--- src/rtl/goal_vote_fsm.sv ---
// rtl/goal_vote_fsm.sv - multi-cycle referee goal vote with saturating per-team scores
module goal_vote_fsm #(
    parameter int N_REF   = 3,
    parameter int SCORE_W = 4,
    parameter int TIMEOUT = 15
) (
    input  logic               clk,
    input  logic               rst,
    input  logic               claim,
    input  logic               claim_team,
    input  logic [N_REF-1:0]   vote_valid,
    input  logic [N_REF-1:0]   vote_yes,
    output logic               busy,
    output logic               decided,
    output logic               goal,
    output logic               goal_team,
    output logic [SCORE_W-1:0] score_a,
    output logic [SCORE_W-1:0] score_b
);
    localparam int                 PC_W      = $clog2(N_REF + 1);
    localparam logic [PC_W:0]      MAJ_LIMIT = (PC_W + 1)'(N_REF);
    localparam logic [7:0]         TMO_LAST  = 8'(TIMEOUT - 1);
    localparam logic [SCORE_W-1:0] SCORE_MAX = '1;
    localparam logic [SCORE_W-1:0] SCORE_ONE = SCORE_W'(1);

    typedef enum logic [1:0] {
        IDLE,
        COLLECT,
        DECIDE
    } state_t;

    state_t           state;
    logic [N_REF-1:0] voted;
    logic [N_REF-1:0] yes;
    logic [N_REF-1:0] fresh;
    logic [N_REF-1:0] voted_nxt;
    logic [N_REF-1:0] yes_nxt;
    logic [7:0]       tmo_cnt;
    logic [PC_W-1:0]  yes_cnt;
    logic             all_voted;
    logic             timed_out;
    logic             majority;

    // Decision looks at the votes including those arriving this cycle;
    // only a referee's first strobe in the window is taken.
    always_comb begin
        fresh     = vote_valid & ~voted;
        voted_nxt = voted | fresh;
        yes_nxt   = yes | (fresh & vote_yes);
        yes_cnt   = '0;
        for (int i = 0; i < N_REF; i++) begin
            yes_cnt = yes_cnt + PC_W'(yes_nxt[i]);
        end
        all_voted = &voted_nxt;
        timed_out = (tmo_cnt == TMO_LAST);
        majority  = ({yes_cnt, 1'b0} > MAJ_LIMIT);
    end

    always_ff @(posedge clk) begin
        if (rst) begin
            state     <= IDLE;
            busy      <= 1'b0;
            decided   <= 1'b0;
            goal      <= 1'b0;
            goal_team <= 1'b0;
            score_a   <= '0;
            score_b   <= '0;
            voted     <= '0;
            yes       <= '0;
            tmo_cnt   <= '0;
        end else begin
            decided <= 1'b0;
            goal    <= 1'b0;
            unique case (state)
                IDLE: begin
                    if (claim) begin
                        state     <= COLLECT;
                        busy      <= 1'b1;
                        goal_team <= claim_team;
                        voted     <= '0;
                        yes       <= '0;
                        tmo_cnt   <= '0;
                    end
                end
                COLLECT: begin
                    voted   <= voted_nxt;
                    yes     <= yes_nxt;
                    tmo_cnt <= tmo_cnt + 8'd1;
                    if (all_voted || timed_out) begin
                        state   <= DECIDE;
                        decided <= 1'b1;
                        goal    <= majority;
                    end
                end
                DECIDE: begin
                    state <= IDLE;
                    busy  <= 1'b0;
                    // goal is the registered verdict held during this cycle
                    if (goal) begin
                        if (!goal_team) begin
                            if (score_a != SCORE_MAX) score_a <= score_a + SCORE_ONE;
                        end else begin
                            if (score_b != SCORE_MAX) score_b <= score_b + SCORE_ONE;
                        end
                    end
                end
                default: begin
                    state <= IDLE;
                    busy  <= 1'b0;
                end
            endcase
        end
    end
endmodule

--- config.mk ---
export PLATFORM = sky130hd
export DESIGN_NAME = goal_vote_fsm
export DESIGN_NICKNAME = d
export VERILOG_FILES = /design/src/rtl/goal_vote_fsm.sv
export SDC_FILE = /design/constraint.sdc
export NUM_CORES = 1
export LEC_CHECK = 0
export BUFFER_PORTS_ARGS = -buffer_cell sky130_fd_sc_hd__clkbuf_2
export CORE_MARGIN = 4
export CORE_UTILIZATION = 30
export DETAILED_ROUTE_END_ITERATION = 7
export PLACE_DENSITY_LB_ADDON = 0.15
export SLEW_MARGIN = 20
export SYNTH_ARGS = -nofsm -noshare
export SYNTH_HDL_FRONTEND = slang
export SYNTH_SLANG_ARGS = --single-unit
--- constraint.sdc ---
create_clock -name clk -period 1.5 [get_ports clk]
set_clock_uncertainty 0.1 [all_clocks]
set_input_delay 0.3 -clock clk [delete_from_list [all_inputs] [get_ports clk]]
set_output_delay 0.3 -clock clk [all_outputs]
set_load 0.05 [all_outputs]
==> out/results.ini, run 1 <==
[worst_setup_path]
worstSetupEndpointType=register
startpoint_class_of_the_critical_path=register
timing.critical_path.slowest_stage_cell=or3b_4
critical_path_cell_list=or3b_4 -> and3_4 -> mux2_2
critical_path_peak_fanout=11
worstPathRequired_ns=1.57
criticalPathCategory=register to register
r2r-start=state[1]
worstSetupStartpoint=state[1]
critical_path.max_stage_delay_ns=0.42
critPathArrivalTime_ns=1.51

[layout]
seq_area_sq_um=573
final_layout_size_suffix_gt1_share_pct=31.6
post-route-util_pct=38.9
most-common-layout-cells=clkbuf_2, dfxtp_1, nand2_1
synthToLayoutAreaGrowth_pct=21.1
mostFrequentLayoutCell=clkbuf_2
antenna-diode-count=0
design.final.nets=194
fill_cells=445
area_used_by_multi_input_combinational_logic_sq_um=736

[sta]
worst_slew_margin_rel_pct=69.1
clock.fmax_mhz=695
setup-tns-final_ns=0
worst_slew_pin_slew_ns=0.459
final_hold_viol_count=0
final-max-slew-violation-count=0
final-setup-viol-count=0
min_period_over_period_pct=95.9
timing.final.crit_period_ns=1.44
rsz0062_at_grt=no

[synthesis]
synth.distinct_cells=42
cell_area_after_technology_mapping_sq_um=1330
synth.yosys.warnings=0
synth_sequential_area_ratio_pct=42.1
netlist_instances=150
synth_fp_nets=165
async_s_r_ff_share_synth_pct=0
synth-edff-count=0
yosys_most_used_dff=dfxtp_1
avgSynthCellArea_sq_um=8.88
ys_ff_latch=28

[clock_network]
post_cts_buffers=0
clk_path_buf_depth=2
clk_pin_slew_worst_paths_ns=0.09
cts_buffers=3
cts_num_sinks=28
worstSkewPairLatency_ns=0.27
clock_tree_from_tritoncts=yes
h_tree_lvl_count=1
cts_root_buf=clkbuf_8

[floorplanning]
die_height_um=74.6
starting_density_of_the_core_pct=32.1
dieWidth_um=74.6
dieArea_sq_um=5570
core_region_area_sq_um=4140
top_level_ports=22
num_rows=23

[global_routing]
grt_antenna_before_repair=0
groute.usage.overall_pct=12.1
vias_in_the_first_global_route=1221
grt_remaining_overflow=0
grt_first_pass_wirelength_mm=5.35
grt_start_max_net_pins=20

[power_and_ir_drop]
peakVddDrop_mv=0.424
total_power_divided_by_cell_area_nw_per_um2=848
total_leakage_power_nw=0.635

[routing]
detail_route.drc_violations=0
route.detailed.wl_per_inst_um=13.4
antenna_violating_nets_post_route=0
num_vias=1204
initialDrtViolationCount=52
drt-vias-per-instance=5.30
first_drt_pass_iteration_count=4
routed_wirelength_mm=3.05

[min_path]
hp-start=claim_team
hp-class=primary input to register

[placed_design]
dp.final_hpwl_mm=2.37
port-buffer-count=21
routabilityCongestion=0.763

[flow_run]
max-cap-violations=0

[status]
outcome=finished, final reports clean

==> sequential cells by signal, summed over array words and instances, names as in the netlist <==
name / cells
score_a: 4
tmo_cnt: 8
voted: 3
goal: 1
state: 2
decided: 1
busy: 1
goal_team: 1
score_b: 4
yes: 3
==> routing by layer <==
layer  vias to the layer above  global-route usage, %  share of wire, %
li1                        608                      -                 -
met1                       559                   15.7                45
met2                        33                   20.7                48
met3                         4                   2.27               5.9
met4                         0                   3.36              0.89
met5                         -                      0                 0
==> report_power, final <==
part	internal, mW	total, mW	switching [mW]
clock network	0.180	0.407	0.227
logic	0.0703	0.173	0.103
registers	0.763	0.787	0.0236
total	1.01	1.37	0.353
==> final timing paths <==
check                                  end  slack [ns]  depth (start not counted)
worst max-delay path            tmo_cnt[7]        0.06                          3
worst min-delay path             goal_team        0.16                          3
worst max register to register  tmo_cnt[7]        0.06                          3
worst min register to register      yes[1]        0.39                          2
==> kinds of logic after synthesis <==
family                   Yosys count  share of synthesized area [%]
buffers and inverters             12                           4.70
AO/OA/AOI/OAI                     39                           19.4
adder cells (fa/ha/maj)            5                           4.70
multiplexers                       5                           4.04
flip-flops                        28                           42.1
AND/OR/NAND/NOR                   61                           25.1
==> final cells by class <==
class                           count  share of cell area [%]
Clock buffer                        3                    2.56
Inverter                            5                    1.16
Multi-Input combinational cell    110                    45.7
Sequential cell                    28                    35.6
Tap cell                           50                    3.88
Timing Repair Buffer               31                    11.2
==> through the flow <==
| step | power [mW] | instances | hold slack, ns | setup WS [ns] | cell area [sq um] |
|---|---|---|---|---|---|
| global placement | 0.967 | 224 | 0.346 | 0.0570 | 1540 |
| global route | 1.44 | 227 | 0.165 | 0.00978 | 1610 |
| floorplan | 0.918 | 150 | 0.328 | 0.00722 | 1340 |
| finish | 1.37 | 227 | 0.156 | 0.0618 | 1610 |
| CTS | 1.38 | 227 | 0.157 | 0.0390 | 1590 |
| detailed placement | 0.971 | 224 | 0.364 | 0.00692 | 1540 |
==> synthesized netlist by cell type, drive strengths merged, types with 3 or more instances <==
master	count	area (sq um)
dfxtp	28	561
nand2	18	67.6
a21oi	14	70.1
nor2	10	37.5
nor3	8	40.0
buf	5	36.3
ha	5	62.6
inv	5	18.8
nand3	5	25.0
a211oi	4	30.0
a31oi	4	25.0
a41oi	3	26.3
and3	3	23.8
mux2	3	33.8
nor3b	3	22.5
o21ai	3	15.0
o21bai	3	22.5
==> critical path, delay by kind of cell (launching register included) <==
family	cells	cell delay [ns]
flip-flops	1	0.38
multiplexers	1	0.25
AND/OR/NAND/NOR	2	0.60
==> repair_timing <==
action / CTS / global route
hold buffers: 0 / 0
endpoints found under the hold margin: 0 / 0
setup endpoints to repair: 4 / 8
resized for setup: 4 / 7
gates cloned: 0 / 0
(Power assumes the default switching activity.)
==> inputs of run 2 (changes only) <==
--- a/config.mk
+++ b/config.mk
@@ -10,6 +10,7 @@
 export CORE_UTILIZATION = 30
 export DETAILED_ROUTE_END_ITERATION = 7
 export PLACE_DENSITY_LB_ADDON = 0.15
+export RECOVER_POWER = 25
 export SLEW_MARGIN = 20
 export SYNTH_ARGS = -nofsm -noshare
 export SYNTH_HDL_FRONTEND = slang
==> out/results.ini, run 2 (same netlist as run 1, synthesis figures left out) <==
[status]
outcome=finished, final reports clean

[clock_network]
h_tree_lvl_count=1
cts_num_sinks=28
clk_pin_slew_worst_paths_ns=0.09
cts_root_buf=clkbuf_8
worstSkewPairLatency_ns=0.27
clock_tree_from_tritoncts=yes
holdBufCountCts=0
cts_resized=4
cts_buffers=3
clk_path_buf_depth=2
post_cts_buffers=0

[global_routing]
grt_remaining_overflow=0
grt_first_pass_wirelength_mm=5.35
vias_in_the_first_global_route=1221
grt_antenna_before_repair=0
groute.usage.overall_pct=12.1
grt_start_max_net_pins=20

[sta]
timing.final.crit_period_ns=1.44
worst_slew_margin_rel_pct=68.9
final_hold_viol_count=0
min_period_over_period_pct=95.7
final-setup-viol-count=0
setup-tns-final_ns=0
clock.fmax_mhz=696
final-max-slew-violation-count=0
worst_slew_pin_slew_ns=0.462
rsz0062_at_grt=no

[worst_setup_path]
criticalPathCategory=register to register
r2r-start=state[1]
startpoint_class_of_the_critical_path=register
critPathArrivalTime_ns=1.51
critical_path_peak_fanout=11
critical_path.max_stage_delay_ns=0.42
timing.critical_path.slowest_stage_cell=or3b_4
worstPathRequired_ns=1.57
critical_path_cell_list=or3b_4 -> and3_4 -> mux2_2
worstSetupEndpointType=register
worstSetupStartpoint=state[1]

[layout]
design.final.nets=194
final_layout_size_suffix_gt1_share_pct=31.1
mostFrequentLayoutCell=clkbuf_2
synthToLayoutAreaGrowth_pct=20.8
layout_top_registers=tmo_cnt (8), score_a (4), score_b (4)
most-common-layout-cells=clkbuf_2, dfxtp_1, nand2_1
area_used_by_multi_input_combinational_logic_sq_um=736
max_ffs_per_register=8
seq_area_sq_um=573
design_area_sq_um=1610
fill_cells=446
antenna-diode-count=0
regMostFlops=tmo_cnt

[flow_run]
max-cap-violations=0

[power_and_ir_drop]
total_power_divided_by_cell_area_nw_per_um2=849
peakVddDrop_mv=0.424
fin_total_pwr_mw=1.36
total_leakage_power_nw=0.632

[placed_design]
dp.final_hpwl_mm=2.37
dpl_cell_area_sq_um=1540
port-buffer-count=21
routabilityCongestion=0.763

[floorplanning]
die_height_um=74.6
starting_density_of_the_core_pct=32.1
num_rows=23
dieWidth_um=74.6
core_region_area_sq_um=4140
top_level_ports=22
dieArea_sq_um=5570

[routing]
antenna_violating_nets_post_route=0
wl_met2_mm=1.47
initialDrtViolationCount=52
first_drt_pass_iteration_count=4
drt-vias-per-instance=5.30
wl_met1_mm=1.37
route.detailed.wl_per_inst_um=13.4
dr.max_layer_used=met4
detailroute.wirelength.met3_um=180
routed_wirelength_mm=3.05
num_vias=1204
detail_route.drc_violations=0

[min_path]
hp-class=primary input to register
hp-start=claim_team

## run 2: power by group
group | internal [mW] | switching [mW] | total, mW
Clock | 0.180 | 0.226 | 0.407
Sequential | 0.763 | 0.0236 | 0.787
Combinational | 0.0680 | 0.103 | 0.171
## run 2: metrics by stage
stage                     hold slack [ns]  std cells  worst slack, ns  utilization [%]
after global routing                0.165        227          0.00978             38.8
after floorplan                     0.328        150          0.00722                -
final                               0.156        227           0.0639             38.8
after detailed placement            0.364        224          0.00692             37.1
after global placement              0.346        224           0.0570             37.1
after CTS                           0.157        227           0.0390             38.3
## run 2: cell type report
| type | instances | share of cell area (%) |
|---|---|---|
| Clock buffer | 3 | 2.57 |
| Inverter | 5 | 1.17 |
| Timing Repair Buffer | 31 | 11.0 |
| Tap cell | 50 | 3.89 |
| Multi-Input combinational cell | 110 | 45.8 |
| Sequential cell | 28 | 35.6 |
## run 2: critical path: cells and delay by family, from the launching register on
| kind | cells | cell delay, ns |
|---|---|---|
| flops | 1 | 0.38 |
| mux | 1 | 0.25 |
| simple gates | 2 | 0.60 |
## run 2: worst paths after layout
path,cells past startpoint,end,slack [ns]
setup / recovery,3,tmo_cnt[7],0.06
hold / removal,3,goal_team,0.16
setup reg to reg,3,tmo_cnt[7],0.06
hold reg to reg,2,yes[1],0.39
## run 2: per-layer routing
metal  track usage, %  vias up
met5                0        -
met4             3.36        0
met3             2.27        4
met2             20.7       33
met1             15.7      559
li1                 -      608
==> inputs of run 3 (changes only) <==
--- a/config.mk
+++ b/config.mk
@@ -6,6 +6,7 @@
 export NUM_CORES = 1
 export LEC_CHECK = 0
 export BUFFER_PORTS_ARGS = -buffer_cell sky130_fd_sc_hd__clkbuf_2
+export CORE_ASPECT_RATIO = 0.8
 export CORE_MARGIN = 4
 export CORE_UTILIZATION = 30
 export DETAILED_ROUTE_END_ITERATION = 7
==> constraint.sdc (replaced) <==
create_clock -name clk -period 1.6 [get_ports clk]
set_clock_uncertainty 0.1 [all_clocks]
set_input_delay 0.32 -clock clk [delete_from_list [all_inputs] [get_ports clk]]
set_output_delay 0.32 -clock clk [all_outputs]
set_load 0.05 [all_outputs]
==> out/results.ini, run 3 (same netlist as run 1, synthesis figures left out) <==
[layout]
antenna-diode-count=0
post-route-util_pct=36.8
max_ffs_per_register=8
finish.cell_count_without_fillers=229
synthToLayoutAreaGrowth_pct=17.0
fill_cells=439
design.final.nets=188
regMostFlops=tmo_cnt
most-common-layout-cells=dfxtp_1, clkbuf_2, nand2_1
layout_top_registers=tmo_cnt (8), score_a (4), score_b (4)
final_layout_size_suffix_gt1_share_pct=23.8

[sta]
rsz0062_at_grt=no
setup-tns-final_ns=0
final-setup-viol-count=0
worst_slew_margin_rel_pct=70.7
min_period_over_period_pct=92.4
final_hold_viol_count=0
timing.final.crit_period_ns=1.48
final-max-slew-violation-count=0
worst_slew_pin_slew_ns=0.435
clock.fmax_mhz=677

[clock_network]
clk_pin_slew_worst_paths_ns=0.10
cts_root_buf=clkbuf_8
clock_tree_from_tritoncts=yes
clk_path_buf_depth=2
h_tree_lvl_count=1
cts_buffers=3
post_cts_buffers=0
holdBufCountCts=0
cts_num_sinks=28
worstSkewPairLatency_ns=0.27

[routing]
first_drt_pass_iteration_count=4
num_vias=1197
drt-vias-per-instance=5.23
detail_route.drc_violations=0
route.detailed.wl_per_inst_um=13.2
routed_wirelength_mm=3.02
antenna_violating_nets_post_route=0
initialDrtViolationCount=31

[placed_design]
cell_count_post_placement=225
routabilityCongestion=0.727
dp.final_hpwl_mm=2.28
port-buffer-count=21

[worst_setup_path]
critical_path.max_stage_delay_ns=0.38
critical_path_cell_list=nand4bb_1 -> a31oi_1 -> mux2_2
critPathArrivalTime_ns=1.55
worstPathRequired_ns=1.67
timing.critical_path.slowest_stage_cell=dfxtp_2
startpoint_class_of_the_critical_path=register
criticalPathCategory=register to register
critical_path_peak_fanout=11
worstSetupEndpointType=register

[power_and_ir_drop]
total_power_divided_by_cell_area_nw_per_um2=854
total_leakage_power_nw=0.612
p_comb_share_pct=11.5
intPower_mw=0.991
peakVddDrop_mv=0.539
power.share.switching_pct=25.5
seq_power_share_pct=55.4
power.share.clock_pct=33.1
switchingPower_mw=0.338

[flow_run]
max-cap-violations=0

[floorplanning]
core_region_area_sq_um=4230
num_rows=21
top_level_ports=22
dieWidth_um=82.5
starting_density_of_the_core_pct=31.5
die_height_um=67.6
dieArea_sq_um=5570

[global_routing]
groute.usage.overall_pct=11.5
grt_start_max_net_pins=20
vias_in_the_first_global_route=1115
grt_antenna_before_repair=0
grt_remaining_overflow=0
grt_first_pass_wirelength_mm=4.95

[status]
outcome=finished, final reports clean

[min_path]
hp-class=primary input to register

-- run 3: changes by cell type in the layout (fill, tap and decap cells not counted), moves of 2 or more --
cell,delta
buf_4,-5
dfxtp_1,+3
a31oi_2,-2
dfxtp_2,-3
a31oi_1,+2
-- run 3: through the flow --
step	area (sq um)	worst slack, ns	power [mW]	hold slack (ns)
4_1_cts	1560	0.0540	1.35	0.153
2_1_floorplan	1340	0.107	0.860	0.332
5_1_grt	1560	0.0430	1.40	0.164
3_5_place_dp	1500	0.0684	0.904	0.356
3_3_place_gp	1500	0.105	0.903	0.369
6_report	1560	0.122	1.33	0.163
-- run 3: power groups by stage --
stage | Sequential [mW] | Clock (mW) | Combinational (mW)
after floorplan | 0.757 | 0 | 0.103
after global placement | 0.751 | 0 | 0.152
after detailed placement | 0.752 | 0 | 0.152
after CTS | 0.736 | 0.462 | 0.153
after global routing | 0.742 | 0.488 | 0.171
final | 0.737 | 0.440 | 0.153
-- run 3: timing repair --
action,in CTS,in global routing
hold endpoints to repair,0,0
gates resized for setup,0,2
setup endpoints to repair,0,7
-- run 3: cell type report --
class	count	area, sq um	share of cell area [%]
multi-input combinational	110	708	45.5
sequential	28	569	36.5
timing repair buffer	25	135	8.67
tap	57	71.3	4.58
clock buffer	4	55.1	3.53
inverter	5	18.8	1.20
-- run 3: per-layer routing --
metal	vias up	global-route usage, %	routed length (um)
met4	0	2.28	21
met1	559	16.0	1540
met2	37	17.3	1240
met3	4	3.87	213
met5	-	0	0
li1	597	-	-
-- run 3: worst paths after layout --
| check | startpoint | to | slack, ns | depth (start not counted) |
|---|---|---|---|---|
| setup / recovery | state[0] | score_a[0] | 0.12 | 3 |
| hold / removal | claim_team | goal_team | 0.16 | 3 |
| setup reg to reg | state[0] | score_a[0] | 0.12 | 3 |
| hold reg to reg | yes[1] | yes[1] | 0.38 | 2 |
-- run 3: critical path, delay by kind of cell (launching register included) --
| family | cells | cell delay (ns) |
|---|---|---|
| AO/OA/AOI/OAI | 1 | 0.28 |
| multiplexers | 1 | 0.36 |
| AND/OR/NAND/NOR | 1 | 0.25 |
| flip-flops | 1 | 0.38 |
